$ cat src/rtl/rsa_job_sequencer.sv
// Job front-end for the RSA control core: sequences inverter and mod-exp phases, caches the last key, aborts a hung core.
// Accept-to-pulse is one cycle; the result is held on res_valid until res_ready, and no job is accepted meanwhile.
module rsa_job_sequencer #(
    parameter int WIDTH          = 128,
    parameter int TIMEOUT_CYCLES = 1048576
) (
    input  logic                 clk,
    input  logic                 reset,
    input  logic                 job_valid,
    output logic                 job_ready,
    input  logic [WIDTH-1:0]     job_p,
    input  logic [WIDTH-1:0]     job_q,
    input  logic                 job_encrypt_decrypt,
    input  logic [2*WIDTH-1:0]   job_msg,
    output logic [WIDTH-1:0]     core_p,
    output logic [WIDTH-1:0]     core_q,
    output logic                 core_encrypt_decrypt,
    output logic [2*WIDTH-1:0]   core_msg,
    output logic                 core_reset_inverter,
    output logic                 core_reset_mod_exp,
    input  logic                 core_inverter_finish,
    input  logic                 core_mod_exp_finish,
    input  logic [2*WIDTH-1:0]   core_msg_out,
    output logic                 res_valid,
    input  logic                 res_ready,
    output logic [2*WIDTH-1:0]   res_msg,
    output logic                 res_timeout
);

    localparam int WD_W = $clog2(TIMEOUT_CYCLES + 1);

    typedef enum logic [2:0] {
        S_IDLE,
        S_INV_RST,
        S_INV_WAIT,
        S_EXP_RST,
        S_EXP_WAIT,
        S_DONE
    } state_t;

    state_t               state_q, state_d;
    logic [WD_W-1:0]      wd_q, wd_d;
    logic                 key_valid_q, key_valid_d;
    logic [WIDTH-1:0]     last_p_q, last_p_d;
    logic [WIDTH-1:0]     last_q_q, last_q_d;
    logic                 last_ed_q, last_ed_d;
    logic [WIDTH-1:0]     core_p_q, core_p_d;
    logic [WIDTH-1:0]     core_q_q, core_q_d;
    logic                 core_ed_q, core_ed_d;
    logic [2*WIDTH-1:0]   core_msg_q, core_msg_d;
    logic [2*WIDTH-1:0]   res_msg_q, res_msg_d;
    logic                 res_timeout_q, res_timeout_d;

    logic [WD_W-1:0]      wd_inc;
    logic                 wd_guard;
    logic                 wd_limit;
    logic                 key_hit;

    // wd_q is zero only in the first wait cycle, which doubles as the stale-finish mask.
    assign wd_inc   = wd_q + WD_W'(1);
    assign wd_guard = (wd_q == '0);
    assign wd_limit = (wd_inc == WD_W'(TIMEOUT_CYCLES));
    assign key_hit  = key_valid_q && (job_p == last_p_q) && (job_q == last_q_q)
                      && (job_encrypt_decrypt == last_ed_q);

    always_comb begin
        state_d       = state_q;
        wd_d          = wd_q;
        key_valid_d   = key_valid_q;
        last_p_d      = last_p_q;
        last_q_d      = last_q_q;
        last_ed_d     = last_ed_q;
        core_p_d      = core_p_q;
        core_q_d      = core_q_q;
        core_ed_d     = core_ed_q;
        core_msg_d    = core_msg_q;
        res_msg_d     = res_msg_q;
        res_timeout_d = res_timeout_q;

        case (state_q)
            S_IDLE: begin
                if (job_valid) begin
                    core_p_d   = job_p;
                    core_q_d   = job_q;
                    core_ed_d  = job_encrypt_decrypt;
                    core_msg_d = job_msg;
                    state_d    = key_hit ? S_EXP_RST : S_INV_RST;
                end
            end
            S_INV_RST: begin
                wd_d    = '0;
                state_d = S_INV_WAIT;
            end
            S_INV_WAIT: begin
                wd_d = wd_inc;
                if (!wd_guard && core_inverter_finish) begin
                    key_valid_d = 1'b1;
                    last_p_d    = core_p_q;
                    last_q_d    = core_q_q;
                    last_ed_d   = core_ed_q;
                    state_d     = S_EXP_RST;
                end else if (wd_limit) begin
                    res_msg_d     = '0;
                    res_timeout_d = 1'b1;
                    key_valid_d   = 1'b0;
                    state_d       = S_DONE;
                end
            end
            S_EXP_RST: begin
                wd_d    = '0;
                state_d = S_EXP_WAIT;
            end
            S_EXP_WAIT: begin
                wd_d = wd_inc;
                if (!wd_guard && core_mod_exp_finish) begin
                    res_msg_d     = core_msg_out;
                    res_timeout_d = 1'b0;
                    state_d       = S_DONE;
                end else if (wd_limit) begin
                    res_msg_d     = '0;
                    res_timeout_d = 1'b1;
                    key_valid_d   = 1'b0;
                    state_d       = S_DONE;
                end
            end
            S_DONE: begin
                if (res_ready) begin
                    state_d = S_IDLE;
                end
            end
            default: begin
                state_d = S_IDLE;
            end
        endcase
    end

    always_ff @(posedge clk) begin
        if (reset) begin
            state_q       <= S_IDLE;
            wd_q          <= '0;
            key_valid_q   <= 1'b0;
            last_p_q      <= '0;
            last_q_q      <= '0;
            last_ed_q     <= 1'b0;
            core_p_q      <= '0;
            core_q_q      <= '0;
            core_ed_q     <= 1'b0;
            core_msg_q    <= '0;
            res_msg_q     <= '0;
            res_timeout_q <= 1'b0;
        end else begin
            state_q       <= state_d;
            wd_q          <= wd_d;
            key_valid_q   <= key_valid_d;
            last_p_q      <= last_p_d;
            last_q_q      <= last_q_d;
            last_ed_q     <= last_ed_d;
            core_p_q      <= core_p_d;
            core_q_q      <= core_q_d;
            core_ed_q     <= core_ed_d;
            core_msg_q    <= core_msg_d;
            res_msg_q     <= res_msg_d;
            res_timeout_q <= res_timeout_d;
        end
    end

    // Gating with reset keeps job_ready low while reset is held, even though state is already IDLE.
    assign job_ready            = (state_q == S_IDLE) && !reset;
    assign core_reset_inverter  = (state_q == S_INV_RST);
    assign core_reset_mod_exp   = (state_q == S_EXP_RST);
    assign res_valid            = (state_q == S_DONE);
    assign core_p               = core_p_q;
    assign core_q               = core_q_q;
    assign core_encrypt_decrypt = core_ed_q;
    assign core_msg             = core_msg_q;
    assign res_msg              = res_msg_q;
    assign res_timeout          = res_timeout_q;

endmodule

$ cat config.mk
export PLATFORM = sky130hd
export DESIGN_NAME = rsa_job_sequencer
export DESIGN_NICKNAME = d
export VERILOG_FILES = /design/src/rtl/rsa_job_sequencer.sv
export SDC_FILE = /design/constraint.sdc
export NUM_CORES = 2
export LEC_CHECK = 0
export CAP_MARGIN = 10
export CELL_PAD_IN_SITES_DETAIL_PLACEMENT = 0
export CELL_PAD_IN_SITES_GLOBAL_PLACEMENT = 2
export CORE_AREA = 2 2 599 601
export DETAILED_ROUTE_END_ITERATION = 10
export DIE_AREA = 0 0 601 603
export DONT_BUFFER_PORTS = 1
export PLACE_DENSITY_LB_ADDON = 0.15
export SYNTH_ARGS = -nofsm -noshare
export SYNTH_HDL_FRONTEND = slang
export SYNTH_SLANG_ARGS = --single-unit
$ cat constraint.sdc
create_clock -name clk -period 8.2 [get_ports clk]
set_clock_uncertainty 0.2 [all_clocks]
set_input_delay 1.23 -clock clk [delete_from_list [all_inputs] [get_ports clk]]
set_output_delay 1.23 -clock clk [all_outputs]
set_load 0.005 [all_outputs]
* Word level (Yosys, flattened, before mapping)
Index checks and enable logic that the tools add are counted.
** Storage, ports and cells
- Register bits :: 1052
- Logic and storage cells :: 65
** Operators by class
- Add/subtract/negate cells :: 1
- Equal/unequal tests :: 13
- Multiplexer cells :: 20
- Reductions and logical operators :: 19
** Operators by type and width (number)
- $mux W256 :: 3
- $pmux W256 S2 :: 1
- $eq A128 B128 Y1 :: 2
- $pmux W21 S2 :: 1
- $add A21 B1 Y21 const B :: 1
- $eq A21 B21 Y1 const B :: 1
- $logic_not A21 Y1 :: 1
- $pmux W3 S6 :: 1
- $mux W3 :: 5
- $reduce_and A2 Y1 :: 5
- $eq A3 B2 Y1 const B :: 2
- $eq A3 B3 Y1 const B :: 2
- $logic_and A1 B1 Y1 :: 6
- $mux W1 :: 6
- $ne A2 B2 Y1 const B :: 3
- $pmux W1 S2 :: 2
- $reduce_bool A2 Y1 :: 2
- $reduce_or A2 Y1 :: 2
- $eq A3 B1 Y1 const B :: 1
- $logic_not A3 Y1 :: 1
- $logic_not A1 Y1 :: 2
- $mux W2 :: 1
- $ne A2 B1 Y1 const B :: 1
- $eq A1 B1 Y1 :: 1

* Longest topological paths before layout
- Depth after elaboration :: 7
- Gate-level depth with buffers :: 11

* Worst setup path after synthesis
OpenSTA, ideal clock, no wires.
- Kind :: input to output
- Start :: input port reset
- End :: output port job_ready
- Data arrival time :: 2.093 ns
- Path slack :: 4.677 ns
- Stages on the path :: 4
- Path buffers :: 3
- Cell sequence :: clkbuf_1 clkbuf_1 clkbuf_1 nor2_1
** Between the ends
- Cells in the longest elaborated chain, start to end :: 2
** Ends and longest elaborated chain
- start, declared :: RTL line 8 : input logic reset,
- $logic_not A1 Y1 :: RTL line 168 : assign job_ready = (state_q == S_IDLE) && !reset;
- $logic_and A1 B1 Y1 :: RTL line 168
- end, declared :: RTL line 10 : output logic job_ready,
Every way passes these cells.

* Final worst setup path
- Start :: register wd_q[0]
- End :: register res_msg_q[105] (netlist: res_msg[105])
** Between the ends
- Cells in the longest elaborated chain, start to end :: 5
- Elaborated cells between the ends (all ways) :: 12
- Classes of those cells :: 1 x add/sub; 2 x eq/ne; 4 x mux; 5 x reduce/logical
** Ends and longest elaborated chain
- start, declared :: RTL line 42 : logic [WD_W-1:0] wd_q, wd_d;
- start signal, assigned :: RTL line 153 : wd_q <= wd_d;
- $add A21 B1 Y21 / $logic_not A21 Y1 (equally long branches) :: RTL line 60, 61
- $eq A21 B21 Y1 / $logic_not A1 Y1 (equally long branches) :: RTL line 62, 96, 115
- $mux W256 (tied with other cells)
- $mux W256 (tied with other cells) :: RTL line 115 : if (!wd_guard && core_mod_exp_finish) begin
- $pmux W256 S2 / $reduce_and A2 Y1 (equally long branches)
- end signal, assigned :: RTL line 162 : res_msg_q <= res_msg_d;
- end, declared :: RTL line 51 : logic [2*WIDTH-1:0] res_msg_q, res_msg_d;
Several ways; a longest one is shown, not always the timed one. The select of a mux whose other input is x is not followed.
A chain may end at the register's enable or synchronous reset.

==> impl_metrics.toml <==
[power_and_ir_drop]
power.density_nw_per_um2 = 298
leakage_nw = 16.1
ir_drop_mv = 0.155
p_total_mw = 14.8

[setup_path]
reg2regPathDepth = 10
cp-end-kind = "flop"
reg2reg_from = "wd_q[0]"
rr_endpoint = "res_msg[105]"
critPathMaxFanout = 146
worstPathRequired_ns = 8.78
crit_arrival_ns = 4.83
critical_path_class = "reg2reg"
start_kind = "flop"
r2r_slack_ns = 3.95
worstSetupStartpoint = "wd_q[0]"

[logic_synthesis]
synthFlopType = "dfxtp_1"
yosysSeqAreaShare_pct = 54.1
syn_nets = 5432
synth-seq-cells = 1052
syn_avg_cell_area_um2 = 8.36
synth_area_leader_cell = "dfxtp_1"
synth_edf_count = 0
synthesis.area_um2 = 38900
synthTopCellsByArea = "dfxtp_1 (54%), nand2_1 (15%), a21oi_1 (10%)"
synthCells = 4655
synthArstFlopShare_pct = 0
yosys_warnings = 0
synth_cell_types = 57
synth_top_cell_area_share_pct = 54.1

[grt]
grt-ovfl-total = 0
antenna_found_initial = 182
first_global_vias = 32600
grt_usage_pct = 18.8
grt_first_pass_wirelength_um = 435000
grt_max_degree = 801

[drt]
remaining_drc_errors = 0
drtPass1Iterations = 7
wl_per_cell_um = 37.6
drtIter0Drc = 2515
wirelength_um = 356000
routed_via_density = 3.69
ant_nets = 0
vias = 34900

[sta]
setup_ws_ns = 3.95
drv_slew = 0
max_freq_ghz = 0.235
setup_tns_ns = 0
hold_violations = 0
finalSetupViolCount = 0
finalCriticalPeriod_ns = 4.25
slew_headroom_pct = 8.01
timing.final.crit_share_pct = 51.8
rsz0062_at_grt = "false"
tightest_slew_ns = 1.37

[cts]
cts_hold_buffers = 0
root_buffer = "clkbuf_16"
h-tree-depth = 4
cts_buffers = 164
clk-insertion-delay-late_ns = 0.89
clkSlewWorstSetupHoldPaths_ns = 0.06
clockBufferDepth = 4
cts_tree = "done"
cts_setup_buffers = 0
ctsResizeCount = 0
clkSinkCount = 1052

[floorplan]
die_h_um = 603
die-area_um2 = 362000
initial_core_util_pct = 11.0
num_rows = 219
pin_count = 1549
die_x_um = 601
core_um2 = 355000

[job]
drv_cap = 0

[place]
portBuffers = 0
dpl.hpwl_um = 283000
pre_cts_slack_ns = 2.81
globalplace.congestion = 1.10
postPlaceCellArea_um2 = 44000

[cells_and_area]
fin_nets = 5306
final_cell_mix = "nand2_1 (1,555), dfxtp_1 (1,052), a21oi_1 (791)"
area_delta_synth_final_pct = 27.3
final_common_cell = "nand2_1"
drive_gt1_share_pct = 6.73
finalInstanceArea_um2 = 49500
postLayoutCoreUtil_pct = 13.9

[outcome]
status = "finished, final reports clean"

[min_path]
hold-path-endpoint = "core_q[45]"
hp-class = "in2reg"
hold_depth = 1
min_from = "reset"
cells in the mapped netlist, drive strengths merged (2+ instances only):
| cell | n |
|---|---|
| a2111o | 7 |
| a2111oi | 10 |
| a211oi | 2 |
| a21oi | 792 |
| a221oi | 9 |
| a22o | 267 |
| a22oi | 10 |
| a311oi | 8 |
| a31o | 2 |
| a31oi | 4 |
| a41oi | 3 |
| and2 | 4 |
| and3 | 3 |
| and4 | 5 |
| buf | 39 |
| clkbuf | 298 |
| dfxtp | 1052 |
| ha | 2 |
| inv | 121 |
| nand2 | 1556 |
| nand2b | 43 |
| nand3 | 10 |
| nand3b | 4 |
| nand4 | 43 |
| nor2 | 36 |
| nor2b | 34 |
| nor3 | 12 |
| nor4 | 39 |
| o2111ai | 15 |
| o21a | 2 |
| o21ai | 20 |
| o22ai | 40 |
| o2bb2ai | 17 |
| or3 | 4 |
| or4 | 2 |
| xnor2 | 83 |
| xor2 | 44 |
stage by stage:
| stage | hold WS [ns] | cells |
|---|---|---|
| global route | 0.132 | 9434 |
| global placement | 0.245 | 9110 |
| detailed placement | 0.247 | 9110 |
| CTS | 0.143 | 9399 |
| floorplan | 0.236 | 4655 |
| finish | 0.190 | 9461 |
sequential cells by signal (all words and copies together), names as in the netlist, 3 cells and up:
register,cells
res_msg,256
core_p,128
last_q_q,128
wd_q,21
core_q,128
state_q,3
last_p_q,128
core_msg,256
kinds of logic after synthesis:
| kind of cell | synth area share [%] |
|---|---|
| AO/OA/AOI/OAI | 19.3 |
| XOR/XNOR | 2.86 |
| adder cells (fa/ha/maj) | 0.0643 |
| buffers and inverters | 4.98 |
| flip-flops | 54.1 |
| multiplexers | 0.0289 |
| AND/OR/NAND/NOR | 18.7 |
where the power goes:
group,switching [mW],internal [mW],total [mW]
registers,0.605,5.44,6.04
clock network,3.00,4.29,7.29
logic,1.10,0.348,1.45
total,4.71,10.1,14.8
critical path, cell delays in order (launching register included):
cell and delay, ns:
dfxtp_1 0.44, ha_1 0.29, and3_1 0.32, nand4_1 0.30, nor2_1 0.31, o21ai_1 0.11, nand4_2 0.15, o31a_2 0.18
buf_12 0.60, buf_4 0.82, a22o_1 0.25
worst max path at each step:
stage	end	slack [ns]	cells after the start
after floorplan	job_ready	4.68	4
after global routing	res_msg[163]	3.65	10
after CTS	state_q[1]	3.72	7
final	res_msg[105]	3.95	10
after detailed placement	state_q[1]	2.81	7
after global placement	state_q[1]	2.83	7
area by class of cell:
cell class                 count  area, um2
fill                       40600     306000
tap                         4751       5940
clock inverter                37        504
inverter                     121        454
multi-input combinational   3145      16100
antenna                       58        145
clock buffer                 252       4820
timing repair buffer          45        538
sequential                  1052      21100
metal layers:
layer | GRT usage (%) | wire length [um] | up-vias
li1 | - | - | 15500
met1 | 18.9 | 122000 | 17100
met2 | 34.4 | 185000 | 1638
met3 | 7.51 | 33200 | 559
met4 | 7.35 | 14900 | 56
met5 | 0 | 391 | -
No activity file was read; power rests on OpenSTA's default activity.
